===== src/rtl/rr_ctz_arbiter_if.sv =====
// Request/grant bundle between the arbiter, its requesters and the shared resource.
// The arbiter side owns the grant outputs; the client side owns req and done.
interface rr_ctz_arbiter_if #(
    parameter int N_REQ = 8,
    parameter int CNT_W = 7
);
    logic [N_REQ-1:0] req;
    logic             done;
    logic [N_REQ-1:0] gnt;
    logic             gnt_valid;
    logic [2:0]       gnt_id;
    logic [CNT_W-1:0] busy_cycles;
    logic             timeout_err;

    modport master (
        input  req, done,
        output gnt, gnt_valid, gnt_id, busy_cycles, timeout_err
    );

    modport slave (
        output req, done,
        input  gnt, gnt_valid, gnt_id, busy_cycles, timeout_err
    );
endinterface


===== src/rtl/rr_ctz_arbiter.sv =====
// Round-robin arbiter for one non-pipelined resource shared by 8 requesters.
// The winner is found by rotating req by the pointer, counting trailing zeros, then un-rotating.
module rr_ctz_arbiter #(
    parameter int N_REQ   = 8,
    parameter int TIMEOUT = 64,
    parameter int CNT_W   = 7
) (
    input logic                clk,
    input logic                rst_n,
    rr_ctz_arbiter_if.master   bus
);
    typedef enum logic {IDLE, BUSY} state_t;

    state_t           state;
    logic [2:0]       ptr;
    logic [7:0]       gnt;
    logic [2:0]       gnt_id;
    logic [CNT_W-1:0] busy_cycles;
    logic             timeout_err;

    logic             release_now;
    logic [2:0]       base;
    logic [7:0]       rot;
    logic [3:0]       tz;
    logic             has_win;
    logic [2:0]       win;
    logic             tmo_hit;

    // A done release re-arbitrates in the same cycle from the pointer it is about to write.
    assign release_now = (state == BUSY) && bus.done;
    assign base        = release_now ? gnt_id + 3'd1 : ptr;
    assign tmo_hit     = (state == BUSY) && !bus.done && (busy_cycles == CNT_W'(TIMEOUT - 1));

    // NOTE: every always_comb output gets a default first, so no path can infer a latch.
    always_comb begin
        rot = '0;
        tz  = 4'd8;
        for (int i = 0; i < N_REQ; i++) begin
            rot[i] = bus.req[3'(i + int'(base))];
        end
        for (int i = N_REQ - 1; i >= 0; i--) begin
            if (rot[i]) tz = 4'(i);
        end
    end

    assign has_win = (tz != 4'd8);
    assign win     = base + tz[2:0];

    // NOTE: state registers use non-blocking assignments so all updates land together at the edge.
    always_ff @(posedge clk or negedge rst_n) begin
        if (!rst_n) begin
            state       <= IDLE;
            ptr         <= '0;
            gnt         <= '0;
            gnt_id      <= '0;
            busy_cycles <= '0;
            timeout_err <= 1'b0;
        end else begin
            timeout_err <= 1'b0;
            case (state)
                IDLE: begin
                    if (has_win) begin
                        state       <= BUSY;
                        gnt         <= 8'(1) << win;
                        gnt_id      <= win;
                        busy_cycles <= '0;
                    end
                end
                BUSY: begin
                    if (release_now) begin
                        ptr <= base;
                        if (has_win) begin
                            gnt         <= 8'(1) << win;
                            gnt_id      <= win;
                            busy_cycles <= '0;
                        end else begin
                            state       <= IDLE;
                            gnt         <= '0;
                            gnt_id      <= '0;
                            busy_cycles <= '0;
                        end
                    end else if (tmo_hit) begin
                        // Forced release: no back-to-back grant, the holder loses priority.
                        timeout_err <= 1'b1;
                        ptr         <= gnt_id + 3'd1;
                        state       <= IDLE;
                        gnt         <= '0;
                        gnt_id      <= '0;
                        busy_cycles <= '0;
                    end else if (busy_cycles != CNT_W'(TIMEOUT)) begin
                        busy_cycles <= busy_cycles + 1'b1;
                    end
                end
                default: state <= IDLE;
            endcase
        end
    end

    assign bus.gnt         = gnt;
    assign bus.gnt_valid   = |gnt;
    assign bus.gnt_id      = gnt_id;
    assign bus.busy_cycles = busy_cycles;
    assign bus.timeout_err = timeout_err;
endmodule


===== src/flat_wrapper.sv =====
// flat-port wrapper written by rule: the top's interface ports become plain ports
module rr_ctz_arbiter_flat 
#(
    parameter int N_REQ   = 8,
    parameter int TIMEOUT = 64,
    parameter int CNT_W   = 7
)
  (clk, rst_n, bus_req, bus_done, bus_gnt, bus_gnt_valid, bus_gnt_id, bus_busy_cycles, bus_timeout_err);
  rr_ctz_arbiter_if #(.N_REQ(N_REQ), .CNT_W(CNT_W)) bus_i ();
  input logic clk;
  input logic rst_n;
  input wire logic [$bits(bus_i.req)-1:0] bus_req;
  input wire logic [$bits(bus_i.done)-1:0] bus_done;
  output wire logic [$bits(bus_i.gnt)-1:0] bus_gnt;
  output wire logic [$bits(bus_i.gnt_valid)-1:0] bus_gnt_valid;
  output wire logic [$bits(bus_i.gnt_id)-1:0] bus_gnt_id;
  output wire logic [$bits(bus_i.busy_cycles)-1:0] bus_busy_cycles;
  output wire logic [$bits(bus_i.timeout_err)-1:0] bus_timeout_err;
  assign bus_i.req = bus_req;
  assign bus_i.done = bus_done;
  assign bus_gnt = bus_i.gnt;
  assign bus_gnt_valid = bus_i.gnt_valid;
  assign bus_gnt_id = bus_i.gnt_id;
  assign bus_busy_cycles = bus_i.busy_cycles;
  assign bus_timeout_err = bus_i.timeout_err;
  rr_ctz_arbiter #(.N_REQ(N_REQ), .TIMEOUT(TIMEOUT), .CNT_W(CNT_W)) u_core (.clk(clk), .rst_n(rst_n), .bus(bus_i));
endmodule

===== config.mk =====
export PLATFORM = sky130hd
export DESIGN_NAME = rr_ctz_arbiter_flat
export DESIGN_NICKNAME = d
export VERILOG_FILES = /design/src/rtl/rr_ctz_arbiter_if.sv /design/src/rtl/rr_ctz_arbiter.sv /design/src/flat_wrapper.sv
export SDC_FILE = /design/constraint.sdc
export NUM_CORES = 1
export LEC_CHECK = 0
export CORE_ASPECT_RATIO = 0.6
export CORE_MARGIN = 3
export CORE_UTILIZATION = 45
export DETAILED_ROUTE_END_ITERATION = 6
export GPL_TIMING_DRIVEN = 0
export MAX_ROUTING_LAYER = met4
export PLACE_DENSITY = 0.73
export SYNTH_ARGS = -nofsm -noshare
export SYNTH_HDL_FRONTEND = slang
export SYNTH_SLANG_ARGS = --single-unit

===== constraint.sdc =====
create_clock -name clk -period 4.3 [get_ports clk]
set_input_delay 0.86 -clock clk [delete_from_list [all_inputs] [get_ports clk]]
set_output_delay 0.86 -clock clk [all_outputs]
set_load 0.03 [all_outputs]

After elaboration in Yosys (flattened, before gate mapping). Cells that the tools add are included.

Bits of input ports: 11. Output and inout port bits: 20. Flip-flop bits (word level): 23. Word-level logic and storage cells: 98.

Reductions and logical operators: 9. Bitwise gates (word level): 1. Shift-type cells: 1. Magnitude comparators: 8. Multiplexer cells: 57. Eq/ne operators: 6. Add/sub/neg operators: 10.

Operators by type and width (count): $lt 3x5->1 const B (8); $mux 4 (8); $mux 8 (4); $mux 7 (4); $bmux 1 s3 (8); $mux 1 (22); $mux 3 (7); $pmux 8 s2 (1); $pmux 7 s2 (1); $add 3x3->3 const A (4); $ne 4x4->1 const B (2); $reduce_or 8->1 (1); $shl 1x3->8 const A (1); $add 7x1->7 const B (1); $eq 7x6->1 const B (1); $ne 7x7->1 const B (1); $add 2x3->3 const A (2); $pmux 3 s2 (1); $reduce_and 2->1 (3); $add 1x3->3 const A (1); $add 3x1->3 const B (1); $add 3x3->3 (1); $logic_and 1x1->1 (3); $ne 3x3->1 const B (1); 5 further kinds (5).

Logic depth before layout (Yosys ltp). Gate-level depths: netlist of the first run.

Depth after elaboration: 19. Depth in mapped cells: 16.

Worst setup path before layout of the first run. No wires, ideal clock.

Path kind: in2reg. From: input port bus_done. To: register u_core.gnt[0] (netlist: u_core.bus.gnt[0]). Path slack: -0.140 ns. Stages on the path: 16. Setup time: 0.078 ns. Data required time: 4.222 ns. Arrival: 4.362 ns. Path through: buf_4 -> nand2_4 -> mux2i_1 -> inv_1 -> ha_1 -> xnor2_1 -> mux4_2 -> o21ai_0 -> a31oi_1 -> a21boi_0 -> ha_1 -> inv_1 -> fa_1 -> xnor2_1 -> mux2_2 -> o2bb2ai_1.

Longest elaborated chain between the ends: 19. Elaborated cells between the ends (all ways): 54. Classes of those cells: add/sub (8); eq/ne (3); shift (1); mux (37); reduce/logical (5).

Ends and longest elaborated chain: from (decl) (RTL line flat_wrapper.sv:13) `input wire logic [$bits(bus_i.done)-1:0] bus_done;`; $logic_and 1x1->1 (RTL line rr_ctz_arbiter.sv:30) `assign release_now = (state == BUSY) && bus.done;`; $mux 3 (RTL line rr_ctz_arbiter.sv:31) `assign base = release_now ? gnt_id + 3'd1 : ptr;`; $add 3x3->3 (RTL line rr_ctz_arbiter.sv:39) `rot[i] = bus.req[3'(i + int'(base))];`; $bmux 1 s3 (RTL line rr_ctz_arbiter.sv:39); $mux 1 (implied by the code) (2 in series) (RTL line rr_ctz_arbiter.sv:39); $mux 4 (8 in series) (RTL line rr_ctz_arbiter.sv:42) `if (rot[i]) tz = 4'(i);`; $add 3x3->3 (RTL line rr_ctz_arbiter.sv:47) `assign win = base + tz[2:0];`; $shl 1x3->8 (RTL line rr_ctz_arbiter.sv:64, rr_ctz_arbiter.sv:73); $mux 8 (RTL line rr_ctz_arbiter.sv:72) `if (has_win) begin`; $mux 8 (RTL line rr_ctz_arbiter.sv:70) `if (release_now) begin`; $pmux 8 s2 (RTL line rr_ctz_arbiter.sv:60) `case (state)`; to (signal assigned) (RTL line rr_ctz_arbiter.sv:64) `gnt <= 8'(1) << win;`; to (signal assigned) (RTL line rr_ctz_arbiter.sv:73) `gnt <= 8'(1) << win;`; to (decl) (RTL line rr_ctz_arbiter.sv:16) `logic [7:0] gnt;`.

Parallel ways exist; a longest one is shown, timed or not. The select of a mux whose other input is x is not followed. A chain may end at the register's enable or synchronous reset.

Worst setup path in the final report of the first run.
From: register u_core.gnt_id[0] (netlist: u_core.bus.gnt_id[0]). To: register u_core.gnt[2] (netlist: u_core.bus.gnt[2]).

Longest elaborated chain between the ends: 19. Elaborated cells between the ends (all ways): 50. Classes of those cells: add/sub (9); eq/ne (2); shift (1); mux (37); reduce/logical (1).

Ends and longest elaborated chain: from (decl) (RTL line rr_ctz_arbiter.sv:17) `logic [2:0] gnt_id;`; from (signal assigned) (RTL line rr_ctz_arbiter.sv:65) `gnt_id <= win;`; from (signal assigned) (RTL line rr_ctz_arbiter.sv:74) `gnt_id <= win;`; $add 3x1->3 (*) (RTL line rr_ctz_arbiter.sv:31); $mux 3 (*) (RTL line rr_ctz_arbiter.sv:31); $add 3x3->3 (RTL line rr_ctz_arbiter.sv:39); $bmux 1 s3 (RTL line rr_ctz_arbiter.sv:39); $mux 1 (implied by the code) (2 in series) (RTL line rr_ctz_arbiter.sv:39); $mux 4 (8 in series) (RTL line rr_ctz_arbiter.sv:42); $add 3x3->3 (RTL line rr_ctz_arbiter.sv:47); $shl 1x3->8 (RTL line rr_ctz_arbiter.sv:64, rr_ctz_arbiter.sv:73); $mux 8 (RTL line rr_ctz_arbiter.sv:72); $mux 8 (RTL line rr_ctz_arbiter.sv:70); $pmux 8 s2 (RTL line rr_ctz_arbiter.sv:60).

Mark *: on every way between the ends. The rest lies on a longest branch, timed or not. The select of a mux whose other input is x is not followed.

==> flow_summary_export.csv, run 1 <==
group,metric,value,unit
layout,drive_gt1_share,12.6,%
place,place_area,0.00210,mm²
clocking,cts.path.max_buffers,2,
clocking,cts_root_buffer,"clkbuf_8",
floorplan,die-height,54.1,µm
yosys,ys_types,45,
yosys,ys.warnings.count,0,
detailed_routing,first_iter_violations,227,
place,numPortBuffers,29,
setup_path,setup.worst_path.end,"u_core.bus.gnt[2]",
clocking,clkLatencyLatePin,270,ps
sta,clock-skew-final,4.50,ps
setup_path,required,4480,ps
yosys,ys_seq_elements,23,
sta,hold_viol_final,0,
detailed_routing,drt_wl_total,5.06,mm
clocking,cts_tree,"done",
floorplan,dieArea,0.00467,mm²
sta,setup_tns,0,ps
layout,finish.utilization,62.5,%
power_and_ir_drop,p_per_area,995,mW/mm²
sta,setup_viol,0,
global_routing,antenna_found_initial,0,
yosys,async_reset_ff_share,100,%
detailed_routing,vias,1740,
power_and_ir_drop,peakVddDrop,0.483,mV
setup_path,cp_top_family,"multiplexers",
floorplan,ioPinCount,31,
global_routing,grt_usage,24.1,%
setup_path,startpoint,"u_core.bus.gnt_id[0]",
clocking,cts_sinks,23,
setup_path,cp-end-kind,"flip-flop",
detailed_routing,firstDrtPassIters,4,
global_routing,grt_pass1_vias,1626,
detailed_routing,via_per_inst,6.49,
setup_path,critical_path_class,"flip-flop to flip-flop",
setup_path,r2r_end,"u_core.bus.gnt[2]",
layout,areaGrowthSynthToFinish,24.6,%
sta,tightest_slew,1050,ps
place,place.gp.congestion,1.01,
floorplan,rows,16,
outcome,status,"finished clean",
yosys,synth_area_leader_cell,"dfrtp_1",
sta,min_period,4120,ps
detailed_routing,drcViolationCount,0,
setup_path,reg2reg_from,"u_core.bus.gnt_id[0]",
layout,design_area,0.00217,mm²
sta,slew_violations,0,
yosys,synth_top_area_share,33.1,%
place,hpwlAfterDp,3.90,mm
sta,fin_crit_sh,95.8,%
layout,final_cell_mix,"clkdlybuf4s50_1 (29), nand3_1 (28), dfrtp_1 (23)",
layout,n_antenna_cell,0,
sta,rsz0062_at_grt,"no",
setup_path,worstPathMaxFanout,8,
layout,final_common_cell,"clkdlybuf4s50_1",
yosys,syn_nets,206,
layout,nNetsFinal,241,
clocking,clk_pin_slew,80,ps
detailed_routing,wl_per_cell,18.9,µm
min_path,hold_class,"flip-flop to flip-flop",
setup_path,cp_data_arrival_time,4300,ps
yosys,synth-main-ff-cell,"dfrtp_1",
setup_path,start_kind,"flip-flop",
setup_path,r2r_slack,180,ps
setup_path,max_stage_delay,600,ps
floorplan,initial_utilization,50.2,%
sta,whs,538,ps
clocking,htree_levels,1,
global_routing,grt_pass1_wl,8.29,mm
global_routing,grt_max_degree,24,
setup_path,cp_num_cells,15,
flow_run,maxCapViolCount,0,
yosys,synth_area,0.00174,mm²
yosys,synth_cells,189,
detailed_routing,drtAntennaViolNets,0,
setup_path,reg2reg_depth,15,
floorplan,core,0.00346,mm²
power_and_ir_drop,leakagePower,0.910,nW
place,place_ws,-382,ps
floorplan,die_width,86.2,µm
setup_path,crit_buf_inv,1,
sta,slew_headroom,29.5,%
yosys,synth_area_leaders,"dfrtp_1 (33%), nand3_1 (8.1%), o2bb2ai_1 (5.0%), ha_1 (3.6%), o21ai_0 (2.9%)",
clocking,numCtsBuffers,3,
global_routing,grt_overflow,0,
yosys,synth_edf_count,0,
setup_path,crit_chain,"ha_1 > xnor2_1 > mux2i_1 > a211oi_1 > a211oi_1 > a21oi_1 > nor2b_1 > a31oi_1 > a21boi_1 > ha_1 > inv_1 > fa_1 > xnor2_2 > mux2_2 > o2bb2ai_1",
setup_path,crit_slowest_cell,"mux2i_1",
sta,clock.fmax,243,MHz
yosys,avgSynthCellArea,9.20,µm²
yosys,seq_area_frac_synth,33.1,%
min_path,hold_start,"u_core.bus.gnt[7]",
sta,fin_ws,180,ps
==> worst register-to-register path, stage by stage, from the launching register on <==
cell and delay [ps]:
dfrtp_1 480, ha_1 410, xnor2_1 160, mux2i_1 600, a211oi_1 200, a211oi_1 260, a21oi_1 150, nor2b_1 170
a31oi_1 50, a21boi_1 180, ha_1 170, inv_1 50, fa_1 400, xnor2_2 190, mux2_2 400, o2bb2ai_1 170
==> registers in the layout, indices dropped and copies added, names as in the netlist <==
register / cells
u_core.bus.gnt: 8
u_core.state: 1
u_core.bus.gnt_id: 3
u_core.bus.busy_cycles: 7
u_core.ptr: 3
u_core.bus.timeout_err: 1
==> logic make-up after synthesis <==
logic type	after synthesis	share of synthesized area, %
multiplexers	12	9.65
flip-flops	23	33.1
AND/OR/NAND/NOR	79	25.2
adder cells (fa/ha/maj)	6	4.75
AO/OA/AOI/OAI	50	20.1
XOR/XNOR	7	3.53
buffers and inverters	12	3.67
==> power breakdown <==
| group | internal, mW | switching [mW] | total (mW) |
|---|---|---|---|
| registers | 0.284 | 0.0712 | 0.356 |
| clock network | 0.0647 | 0.0714 | 0.136 |
| logic | 0.722 | 0.941 | 1.66 |
| total | 1.07 | 1.08 | 2.15 |
==> how the worst min path moves through the flow <==
stage | end | cells after the start
final | u_core.bus.gnt[7] | 1
after global routing | u_core.bus.gnt[3] | 1
after CTS | u_core.bus.gnt[4] | 1
after detailed placement | u_core.bus.gnt[6] | 1
after global placement | u_core.bus.busy_cycles[5] | 1
after floorplan | u_core.ptr[0] | 2
==> final cells by class <==
class	instances	area, µm²
repair buffers	30	298
flip-flops and latches	23	576
plain buffers	4	33.8
multi-input cells	154	1130
well taps	45	56.3
clock inverters	1	5.00
inverters	8	30.0
fillers	287	1300
clock buffers	3	41.3
==> Yosys cell counts, types with 2 or more instances <==
cell,instances
mux2i_1,4
and3_1,4
nor4_1,2
ha_1,5
nor3_1,3
xnor2_1,5
or3_1,4
a21oi_1,8
inv_1,8
nand2_1,11
o21ai_0,10
and2_1,4
or2_2,2
buf_6,2
a211o_1,3
a31oi_1,5
nor2b_1,2
xor2_1,2
a211oi_1,3
mux2_2,4
o2bb2ai_1,10
nand3_1,28
nand2_4,2
and3_4,2
mux4_2,2
nor2_1,10
dfrtp_1,23
a21boi_0,4
==> stage by stage <==
stage                     std cells  total power, mW
after detailed placement        263             1.93
after CTS                       268             2.12
after global placement          263             1.87
after global routing            268             2.32
after floorplan                 189             1.54
final                           268             2.15
==> timing repair <==
action,CTS,global route
pin swaps,0,2
resized for setup,2,2
setup endpoints to repair,9,9
setup buffers,1,0
hold buffers,0,0
==> per-layer routing <==
| metal | up-vias | global-route usage [%] | routed length [µm] |
|---|---|---|---|
| li1 | 783 | - | - |
| met1 | 853 | 34.5 | 2450 |
| met2 | 88 | 35.4 | 2100 |
| met3 | 16 | 4.59 | 419 |
| met4 | 0 | 5.18 | 95 |
| met5 | - | - | 0 |
Power figures use the tool's default switching activity.
==> run 2: changes to the inputs <==
--- a/config.mk
+++ b/config.mk
@@ -9,9 +9,9 @@
 export CORE_MARGIN = 3
 export CORE_UTILIZATION = 45
 export DETAILED_ROUTE_END_ITERATION = 6
-export GPL_TIMING_DRIVEN = 0
 export MAX_ROUTING_LAYER = met4
-export PLACE_DENSITY = 0.73
+export PLACE_DENSITY = 0.81
+export SLEW_MARGIN = 30
 export SYNTH_ARGS = -nofsm -noshare
 export SYNTH_HDL_FRONTEND = slang
 export SYNTH_SLANG_ARGS = --single-unit
==> run 2 against run 1 <==
Effect of this change: die area did not move; via count rose by 2.8%; register-to-register slack improved by 290 ps; clock power barely moved; combinational power rose by 20%; design area rose by 11%; fmax rose by 1.4%; highest routed layer unchanged.
==> flow_summary_export.csv, run 2 (synthesis gave the netlist of run 1 again) <==
group,metric,value,unit
sta,min_period,4060,ps
place,dp.cells,295,
sta,slew_violations,0,
layout,fin_cells,300,
setup_path,cp_data_arrival_time,4260,ps
floorplan,dieArea,0.00467,mm²
global_routing,grt_overflow,0,
clocking,clkLatencyLatePin,270,ps
sta,setup_viol,0,
setup_path,startpoint,"bus_done",
clocking,cts.path.max_buffers,2,
setup_path,reg2reg_depth,15,
sta,slew_headroom,58.9,%
setup_path,crit_buf_inv,3,
global_routing,use_met1,37.1,%
setup_path,crit_chain,"dlygate4sd2_1 > nand2_4 > mux2i_4 > inv_1 > ha_1 > xnor2_2 > mux4_2 > o21ai_0 > a31oi_1 > a21boi_1 > ha_1 > inv_1 > fa_1 > xnor2_2 > mux2_2 > o2bb2ai_1",
layout,nFillCells,278,
min_path,hold_start,"u_core.bus.gnt[0]",
global_routing,grtUsageMet2,32.0,%
setup_path,cp-end-kind,"flip-flop",
floorplan,rows,16,
setup_path,max_stage_delay,550,ps
sta,tightest_slew,611,ps
global_routing,top_usage_layer,"met1",
outcome,status,"finished clean",
sta,clock.fmax,246,MHz
flow_run,maxCapViolCount,0,
setup_path,reg2reg_from,"u_core.bus.gnt_id[1]",
sta,hold_viol_final,0,
clocking,htree_levels,1,
global_routing,grt_usage,24.1,%
setup_path,crit_slowest_cell,"mux4_2",
clocking,cts_sinks,23,
setup_path,r2r_end,"u_core.bus.gnt[3]",
clocking,cts_tree,"done",
detailed_routing,drtAntennaViolNets,0,
detailed_routing,drt_wl_total,5.14,mm
power_and_ir_drop,leakagePower,1.06,nW
detailed_routing,wl_per_cell,17.1,µm
clocking,clk_pin_slew,80,ps
setup_path,r2r_slack,470,ps
sta,clock-skew-final,7.15,ps
floorplan,die_width,86.2,µm
detailed_routing,drcViolationCount,0,
detailed_routing,firstDrtPassIters,4,
power_and_ir_drop,p_per_area,1040,mW/mm²
global_routing,grt_max_degree,24,
place,hpwlAfterDp,4.07,mm
floorplan,initial_utilization,50.2,%
detailed_routing,first_iter_violations,167,
layout,top_regs,"u_core.bus.gnt: 8 flops, u_core.bus.busy_cycles: 7 flops",
layout,nNetsFinal,273,
layout,finish.utilization,69.3,%
global_routing,grt_pass1_vias,1653,
power_and_ir_drop,peakVddDrop,0.693,mV
sta,rsz0062_at_grt,"no",
min_path,hold_depth,1,
floorplan,die-height,54.1,µm
setup_path,required,4500,ps
floorplan,core,0.00346,mm²
setup_path,worstPathMaxFanout,4,
min_path,holdPathEnd,"u_core.bus.gnt[0]",
detailed_routing,via_per_inst,5.96,
layout,largest_register_ffs,8,
layout,largest-register,"u_core.bus.gnt",
sta,fin_crit_sh,94.5,%
setup_path,cp_top_family,"multiplexers",
global_routing,use_met3,5.96,%
setup_path,critical_path_class,"input port to flip-flop",
floorplan,ioPinCount,31,
layout,final_cell_mix,"buf_4 (36), nand3_1 (28), clkdlybuf4s50_1 (28)",
layout,n_antenna_cell,0,
setup_path,start_kind,"input port",
layout,final_common_cell,"buf_4",
detailed_routing,vias,1789,
clocking,numCtsBuffers,3,
global_routing,antenna_found_initial,0,
global_routing,grt_pass1_wl,8.31,mm
layout,areaGrowthSynthToFinish,38.2,%
sta,whs,528,ps
clocking,holdBufCountCts,0,
layout,drive_gt1_share,23.9,%
clocking,cts_root_buffer,"clkbuf_8",
place,numPortBuffers,30,
min_path,hold_class,"flip-flop to flip-flop",
place,place.gp.congestion,1.04,
-- run 2: changes by cell type in the layout (fill, tap and decap cells not counted), sizes merged --
| cell | previous run | this run |
|---|---|---|
| buf | 4 | 37 |
| clkbuf | 4 | 3 |
| clkdlybuf4s50 | 29 | 28 |
| clkinv | 1 | 0 |
| clkinvlp | 0 | 1 |
| dlygate4sd2 | 0 | 1 |
-- run 2: what timing repair did --
item                                    CTS  global route
endpoints found under the setup margin    9             9
setup buffers                             0             1
gates resized for setup                   3             2
pin swaps                                 0             1
-- run 2: cell type report --
cell class	count	area, µm²	area share [%]
Clock buffer	3	41.3	1.72
Timing Repair Buffer	66	564	23.5
Inverter	8	30.0	1.25
Multi-Input combinational cell	154	1130	46.9
Sequential cell	23	576	24.0
Clock inverter	1	7.51	0.313
Tap cell	45	56.3	2.34
-- run 2: report_power, final --
group | internal, mW | total (mW) | switching [mW]
sequential | 0.284 | 0.352 | 0.0673
clock | 0.0655 | 0.135 | 0.0695
combinational | 0.995 | 2.00 | 1.01
-- run 2: worst max path at each step --
| stage | to | slack, ps | cells after the start |
|---|---|---|---|
| floorplan | u_core.bus.gnt[0] | 20 | 16 |
| global placement | u_core.bus.gnt[3] | -270 | 16 |
| detailed placement | u_core.bus.gnt[1] | -450 | 16 |
| CTS | u_core.bus.gnt[4] | 160 | 16 |
| global route | u_core.bus.gnt[4] | 20 | 16 |
| finish | u_core.bus.gnt[3] | 240 | 16 |
-- run 2: through the flow --
| stage | setup TNS (ps) | worst slack, ps | area [µm²] | power [mW] |
|---|---|---|---|---|
| after floorplan | 0 | 18.7 | 1750 | 1.54 |
| after global placement | -2300 | -270 | 2340 | 2.22 |
| after detailed placement | -4050 | -445 | 2330 | 2.26 |
| after CTS | 0 | 159 | 2390 | 2.44 |
| after global routing | 0 | 20.8 | 2400 | 2.68 |
| final | 0 | 238 | 2400 | 2.49 |
-- run 2: routing by layer --
layer / up-vias / part of all wire [%]
li1: 849 / -
met3: 2 / 6.7
met2: 62 / 40
met5: - / 0
met1: 876 / 54
met4: 0 / 0.16
-- run 2: worst register-to-register path, stage by stage (launching register included) --
cell,delay [ps]
dfrtp_1,430
ha_1,380
mux2i_4,170
inv_1,90
ha_1,230
xnor2_2,180
mux4_2,550
o21ai_0,100
a31oi_1,110
a21boi_1,170
ha_1,160
inv_1,50
fa_1,400
xnor2_2,220
mux2_2,400
o2bb2ai_1,130
